$ cat src/rtl/ntt_memory_wrapper.sv
// Memory-fed N-point NTT/INTT engine: loads N coefficients in bit-reversed order,
// runs an in-place radix-2 DIT transform one butterfly per cycle, then streams results out.
module ntt_memory_wrapper #(
    parameter int LOGN  = 3,
    parameter int LOGQ  = 5,
    parameter int W     = 2,
    parameter int W_INV = 9,
    parameter int N_INV = 15,
    localparam int AW   = (LOGN > 10) ? LOGN : 10
) (
    input  logic            clk,
    input  logic            rst,
    input  logic            start,
    input  logic            intt,
    output logic [AW-1:0]   read_address,
    output logic [AW-1:0]   write_address,
    output logic            wea,
    input  logic [LOGQ-1:0] data64_in,
    input  logic [LOGQ-1:0] q,
    output logic            finish,
    output logic [LOGQ-1:0] data64_out
);
    localparam int N  = 1 << LOGN;
    localparam int SW = (LOGN > 1) ? $clog2(LOGN) : 1;
    localparam logic [LOGN:0] CNT_ONE       = (LOGN+1)'(1);
    localparam logic [LOGN:0] CNT_N         = (LOGN+1)'(N);
    localparam logic [LOGN:0] CNT_LAST      = (LOGN+1)'(N - 1);
    localparam logic [LOGN:0] CNT_HALF_LAST = (LOGN+1)'(N / 2 - 1);

    typedef enum logic [2:0] {IDLE, LOAD, COMPUTE, WRITE, DONE} state_t;

    state_t          r_state;
    logic            r_intt;
    logic [LOGN:0]   r_cnt;
    logic [SW-1:0]   r_stage;
    logic [AW-1:0]   r_read_address;
    logic [AW-1:0]   r_write_address;
    logic            r_wea;
    logic            r_finish;
    logic [LOGQ-1:0] r_data_out;
    logic [LOGQ-1:0] r_buf [N];
    logic [LOGQ-1:0] r_tw  [N];

    function automatic logic [LOGN-1:0] bitrev(input logic [LOGN-1:0] v);
        logic [LOGN-1:0] r;
        for (int i = 0; i < LOGN; i++) r[i] = v[LOGN-1-i];
        return r;
    endfunction

    function automatic logic [LOGQ-1:0] mulmod(input logic [LOGQ-1:0] a, input logic [LOGQ-1:0] b,
                                               input logic [LOGQ-1:0] m);
        logic [2*LOGQ-1:0] p;
        logic [2*LOGQ-1:0] r;
        p = {{LOGQ{1'b0}}, a} * {{LOGQ{1'b0}}, b};
        r = p % {{LOGQ{1'b0}}, m};
        return r[LOGQ-1:0];
    endfunction

    logic [LOGN-1:0] w_idx, w_prev, w_mask, w_j, w_ia, w_ib, w_e;
    logic [SW-1:0]   w_shamt;
    logic [LOGQ-1:0] w_root, w_a, w_b, w_t, w_add, w_sub, w_rd, w_wr_val;
    logic [LOGQ:0]   w_sum;

    // Butterfly addressing: pair (ia, ib) sits half = 2^stage apart inside groups of 2*half.
    assign w_idx   = r_cnt[LOGN-1:0];
    assign w_prev  = w_idx - LOGN'(1);
    assign w_root  = r_intt ? LOGQ'(W_INV) : LOGQ'(W);
    assign w_mask  = (LOGN'(1) << r_stage) - LOGN'(1);
    assign w_j     = w_idx & w_mask;
    assign w_ia    = ((w_idx & ~w_mask) << 1) | w_j;
    assign w_ib    = w_ia | (LOGN'(1) << r_stage);
    assign w_shamt = SW'(LOGN - 1) - r_stage;
    assign w_e     = w_j << w_shamt;

    assign w_a   = r_buf[w_ia];
    assign w_b   = r_buf[w_ib];
    assign w_t   = mulmod(w_b, r_tw[w_e], q);
    assign w_sum = {1'b0, w_a} + {1'b0, w_t};
    assign w_add = w_sum[LOGQ-1:0] - ((w_sum >= {1'b0, q}) ? q : '0);
    assign w_sub = w_a - w_t + ((w_a >= w_t) ? '0 : q);

    assign w_rd     = r_buf[w_idx];
    assign w_wr_val = r_intt ? mulmod(w_rd, LOGQ'(N_INV), q) : w_rd;

    always_ff @(posedge clk) begin
        if (rst) begin
            r_state         <= IDLE;
            r_intt          <= 1'b0;
            r_cnt           <= '0;
            r_stage         <= '0;
            r_read_address  <= '0;
            r_write_address <= '0;
            r_wea           <= 1'b0;
            r_finish        <= 1'b0;
            r_data_out      <= '0;
        end else begin
            case (r_state)
                IDLE: begin
                    if (start) begin
                        r_state        <= LOAD;
                        r_intt         <= intt;
                        r_cnt          <= '0;
                        r_read_address <= '0;
                    end
                end
                LOAD: begin
                    // Twiddle powers root^0..root^(N-1) are built as a running product while loading.
                    if (r_cnt < CNT_N)
                        r_tw[w_idx] <= (r_cnt == '0) ? LOGQ'(1) : mulmod(r_tw[w_prev], w_root, q);
                    if (r_cnt != '0)
                        r_buf[bitrev(w_prev)] <= data64_in;
                    r_read_address <= (r_cnt < CNT_LAST) ? AW'(r_cnt + CNT_ONE) : '0;
                    if (r_cnt == CNT_N) begin
                        r_state <= COMPUTE;
                        r_cnt   <= '0;
                        r_stage <= '0;
                    end else begin
                        r_cnt <= r_cnt + CNT_ONE;
                    end
                end
                COMPUTE: begin
                    r_buf[w_ia] <= w_add;
                    r_buf[w_ib] <= w_sub;
                    if (r_cnt == CNT_HALF_LAST) begin
                        r_cnt <= '0;
                        if (r_stage == SW'(LOGN - 1))
                            r_state <= WRITE;
                        else
                            r_stage <= r_stage + SW'(1);
                    end else begin
                        r_cnt <= r_cnt + CNT_ONE;
                    end
                end
                WRITE: begin
                    // Outputs are registered, so the extra final cycle retires the last word.
                    if (r_cnt == CNT_N) begin
                        r_wea           <= 1'b0;
                        r_write_address <= '0;
                        r_data_out      <= '0;
                        r_finish        <= 1'b1;
                        r_state         <= DONE;
                    end else begin
                        r_wea           <= 1'b1;
                        r_write_address <= AW'(r_cnt);
                        r_data_out      <= w_wr_val;
                        r_cnt           <= r_cnt + CNT_ONE;
                    end
                end
                DONE: begin
                    if (!start) begin
                        r_finish <= 1'b0;
                        r_state  <= IDLE;
                    end
                end
                default: r_state <= IDLE;
            endcase
        end
    end

    assign read_address  = r_read_address;
    assign write_address = r_write_address;
    assign wea           = r_wea;
    assign finish        = r_finish;
    assign data64_out    = r_data_out;
endmodule

$ cat config.mk
export PLATFORM = sky130hd
export DESIGN_NAME = ntt_memory_wrapper
export DESIGN_NICKNAME = d
export VERILOG_FILES = /design/src/rtl/ntt_memory_wrapper.sv
export SDC_FILE = /design/constraint.sdc
export NUM_CORES = 1
export LEC_CHECK = 0
export BUFFER_PORTS_ARGS = -buffer_cell sky130_fd_sc_hd__buf_2
export CORE_ASPECT_RATIO = 1.4
export CORE_MARGIN = 4
export CORE_UTILIZATION = 45
export DETAILED_ROUTE_END_ITERATION = 12
export SLEW_MARGIN = 0
export SYNTH_ARGS = -nofsm -noshare
export SYNTH_HDL_FRONTEND = slang
export SYNTH_SLANG_ARGS = --single-unit
$ cat constraint.sdc
create_clock -name clk -period 26.6 [get_ports clk]
set_input_delay 5.32 -clock clk [delete_from_list [all_inputs] [get_ports clk]]
set_output_delay 5.32 -clock clk [all_outputs]
set_load 0.03 [all_outputs]
Word-level counts from Yosys, hierarchy flattened
Memories as Yosys holds them, arrays and structs flattened. A register that Yosys moved wholly into a read port is not among the register bits.
Index checks and enable logic that the tools add are counted.
Storage, ports and cells
  flip-flop bits (word level): 37
  latch bits: 0
  RAM bits: 80
  memory bits (read-only): 0
  input bits: 14
  memories: 2
Cells by class
  add/subtract/negate cells: 10
  multipliers: 3
  div/mod/pow operators: 3
  magnitude comparators: 4
  equality and inequality tests: 15
  shifts and indexed selects: 2
  mux-type cells: 46
  bitwise logic cells: 5
  reduce and logical (&&, ||, !) cells: 14
Memories
  r_buf: depth 8, bits a word 5, rd ports 3, clocked after Yosys merged registers in 1, write ports 2, line 41  | logic [LOGQ-1:0] r_buf [N];
  r_tw: depth 8, bits a word 5, rd ports 2, clocked after Yosys merged registers in 0, write ports 1, line 42  | logic [LOGQ-1:0] r_tw [N];
Operator list (number)
  5-bit two-way mux: 7
  3-bit two-way mux: 9
  4-bit two-way mux: 6
  10-bit by 5-bit remainder unit with 10-bit output: 2
  10-bit case mux with 2 select lines: 1
  2-bit inequality test (second input constant): 8
  4-bit case mux with 4 select lines: 1
  1-bit two-way mux: 15
  3-bit case mux with 5 select lines: 1
  9-bit by 5-bit remainder unit with 10-bit output: 1
  5-bit by 5-bit multiplier with 10-bit output: 1
  10-bit two-way mux: 1
  5-bit subtractor: 2
  5-bit by 4-bit multiplier with 9-bit output: 1
  5-bit by 4-bit multiplier with 9-bit output (second input constant): 1
  4-bit nonzero test: 2
  5-bit by 5-bit adder with 6-bit output: 1
  3-bit by 2-bit equality test with 1-bit output (second input constant): 2
  6-bit by 5-bit greater-or-equal comparator with 1-bit output: 1
  2-bit two-way mux: 3
  3-bit OR: 2
  3-bit AND reduction: 2
  6-bit AND reduction: 1
  2-bit nonzero test: 3
  other kinds (27): 28

Depth between registers and ports, before layout
An unclocked memory read counts as a cell.
  depth after elaboration: 14
  depth in mapped cells: 119
  depth with buffers taken out: 114

Worst setup path before layout
Ideal clock, no wire load.
  kind: input port to flip-flop
  from: in q[2]
  to: mem r_buf[3][4] (data pin)
  setup time: 0.295 ns
  arrival time: 23.233 ns
  data required time: 26.305 ns
  path slack: 3.073 ns
  stages: 92
  buffers on the path: 3
  cell sequence: inv_1 > nand2_1 > nor2_1 > nand2_1 > a22oi_1 > ha_1 > o21a_1 > o21ai_0 > o31ai_1 > o21a_1 > inv_1 > ha_1 > o21a_1 > o221ai_1 > o21a_1 > a21oi_1 > ha_1 > o211ai_1 > [56 not listed] > fa_1 > ha_1 > a21o_1 > a21oi_1 > nor2b_1 > o21ai_0 > nand3_1 > nand2_1 > inv_1 > fa_1 > inv_1 > a21o_1 > a21oi_1 > xor2_1 > and3_1 > nor3_1 > a21oi_1 > mux2i_1
RTL lines
  start: declaration: line 19  | input logic [LOGQ-1:0] q,
  end: declaration: line 41

==> reports/metrics.yaml <==
reg2reg_setup_slack_ps: 2040
drive_above_1_share: 0.131
maxSlewHeadroom: 0.211
cts_resized: 0
tritoncts: "yes"
yosysWarnings: 0
utilization: 0.487
drt_wl_total_um: 39000
avgSynthCellArea_um2: 9.20
critPathTopFamily: "compound AO/OA/AOI/OAI gates"
ys_seq_elements: 109
yosysSeqAreaShare: 0.196
gp_congestion: 0.889
m1WireLength_um: 16600
routedWlPerCell_um: 18.3
synth-edff-count: 80
post-route-period-util: 0.923
postRouteAntennaNets: 0
cap_violations: 0
cp.required_ps: 26680
fin_ws_ps: 2040
arrival_ps: 24640
syn_inst: 1657
htree_levels: 3
grt_pass1_wl_um: 63500
final_area_mm2: 0.0162
grt.overflow.total: 0
min_path_cells: 2
netlist_area_mm2: 0.0152
io_buffers: 29
drc: 0
async_flop_share: 0
endpoint_kind: "flip-flop"
place.detailed.hpwl_um: 31000
clock_sinks: 109
dpl-instance-area_mm2: 0.0159
rows: 79
crit_top_cell: "ha_1"
critical_path_class: "flip-flop to flip-flop"
crit_slowest_cell: "mux4_2"
die_w_um: 164
dp_slack_ps: 793
grt_pass1_vias: 12400
routed.top_layer: "met4"
worst_pin_slew_ps: 1170
finalHoldViolations: 0
initial_core_util: 0.458
path_max_fanout: 15
tns_ps: 0
vias: 12700
num_io_pins: 41
synthTopCellsByArea: "ha_1 16%, edfxtp_1 16%, mux4_2 7.4%"
reg2reg_depth: 103
hold_class: "flip-flop to flip-flop"
clockBufferDepth: 2
grt_setup_unrepaired: "false"
synth_top_area_frac: 0.164
status: "complete, no violations"
fmax_mhz: 40.7
wl_met2_um: 19800
crit_buf_inv: 7
nNetsFinal: 1919
cts-root-buf: "clkbuf_16"
diodes: 0
syn2layout_area_growth_pct: 6.52
vias_per_cell: 5.98
start_kind: "flip-flop"
synthDistinctLibCells: 100
antenna_found_initial: 0
coreArea_mm2: 0.0333
path_depth: 103
cts_buffers: 9
clk_pin_slew_worst_paths_ps: 70
synth-main-ff-cell: "edfxtp_1"
grtUsageTotal: 0.210
fillerInstances: 3221
crit_path_max_incr_delay_ps: 570
cts_setup_buffers: 0
setup_viol_count_final: 0
wl_met3_um: 1190
die_y_um: 226
drt_first_pass_iters: 5
drt_iter0_drc: 712
synth_top_area_cell: "ha_1"
cts_hold_buf: 0
grt_max_degree: 28
finClkSkew_ps: 7.74
insertion_delay_ps: 360
fp.dieArea_mm2: 0.0369
fin_crit_ps: 24560
slew_viol_final: 0
[metal layers]
metal,track usage,up-vias
li1,-,6263
met1,0.260,6117
met2,0.383,282
met3,0.0139,64
met4,0.0799,0
met5,0,-
[cell usage in the layout, fill, tap and decap left out, types with 10 or more instances in the layout]
| master | instances |
|---|---|
| a211oi_1 | 13 |
| a21o_1 | 31 |
| a21oi_1 | 89 |
| a22oi_1 | 10 |
| a31oi_1 | 10 |
| buf_2 | 29 |
| buf_4 | 20 |
| conb_1 | 14 |
| dfxtp_1 | 29 |
| edfxtp_1 | 80 |
| fa_1 | 27 |
| ha_1 | 200 |
| inv_1 | 116 |
| mux2_2 | 41 |
| mux2i_1 | 68 |
| mux4_2 | 50 |
| nand2_1 | 87 |
| nand2b_1 | 31 |
| nand3_1 | 24 |
| nor2_1 | 151 |
| nor2b_1 | 30 |
| nor3_1 | 62 |
| o211ai_1 | 21 |
| o21a_1 | 64 |
| o21ai_0 | 64 |
| o31ai_1 | 18 |
| or2_2 | 16 |
| or3_1 | 19 |
| xnor2_1 | 36 |
| xor2_1 | 26 |
[worst register-to-register path, delay by kind of cell, from the launching register on]
family,cells,cell delay (ps)
compound gates,44,9740
mux,7,2440
simple gates,24,4290
buf+inv,7,680
fa+ha+maj,19,6230
flops,1,410
xor+xnor,2,480
[cell families after synthesis]
| logic type | Yosys count | share of synthesized area |
|---|---|---|
| adder cells (fa/ha/maj) | 227 | 0.200 |
| buffers and inverters | 167 | 0.0452 |
| flip-flops | 109 | 0.196 |
| multiplexers | 171 | 0.160 |
| XOR/XNOR | 62 | 0.0356 |
| AO/OA/AOI/OAI | 427 | 0.203 |
| other | 2 | 0.000493 |
| AND/OR/NAND/NOR | 492 | 0.161 |
[metrics by stage]
| step | hold WS, ps | cells |
|---|---|---|
| detailed placement | 444 | 2112 |
| global route | 488 | 2128 |
| floorplan | 492 | 1669 |
| global placement | 443 | 2112 |
| CTS | 460 | 2128 |
| finish | 458 | 2128 |
[flip-flops by register name, summed over array words and instances, names as in the netlist, named ones only]
| name | count |
|---|---|
| data64_out | 5 |
| finish | 1 |
| r_buf | 40 |
| r_cnt | 4 |
| r_intt | 1 |
| r_stage | 2 |
| r_state | 3 |
| r_tw | 40 |
| read_address | 5 |
| wea | 1 |
| write_address | 4 |
[path summary, 6_finish.rpt]
path | to | startpoint
hold reg to reg | write_address[2]$_SDFFE_PP0P_ | write_address[2]$_SDFFE_PP0P_
setup / recovery | r_buf[5][4]$_DFFE_PP_ | r_stage[0]$_SDFFE_PP0P_
setup reg to reg | r_buf[5][4]$_DFFE_PP_ | r_stage[0]$_SDFFE_PP0P_
hold / removal | write_address[2]$_SDFFE_PP0P_ | write_address[2]$_SDFFE_PP0P_
[cell usage after synthesis, types with 9 or more instances]
library cell and n:
dfxtp_1 29, mux2_2 41, mux2i_1 72, nand2b_1 32
o211ai_1 21, o31ai_1 18, a211oi_1 14, edfxtp_1 80
fa_1 27, inv_1 116, or3_1 19, clkbuf_1 30
xor2_1 26, a21oi_1 92, a21o_1 31, nand3_1 24
ha_1 200, nand2_1 88, buf_4 12, nor2b_1 31
nor3_1 62, o21ai_0 64, or2_2 16, mux4_2 50
o21a_1 64, a31oi_1 10, a22oi_1 10, nor2_1 151
nor4_1 9, xnor2_1 36
[cell type report]
type / instances / area (um2) / area share
Multi-Input combinational cell: 1393 / 11700 / 0.720
Clock inverter: 6 / 51.3 / 0.00316
Clock buffer: 10 / 229 / 0.0141
Sequential cell: 109 / 2980 / 0.184
Tap cell: 445 / 557 / 0.0343
Inverter: 116 / 435 / 0.0268
Timing Repair Buffer: 49 / 295 / 0.0182
Power is left out: the tool's default activity adds up to more than one toggle a clock period on the data nets, which glitch-free logic cannot reach.
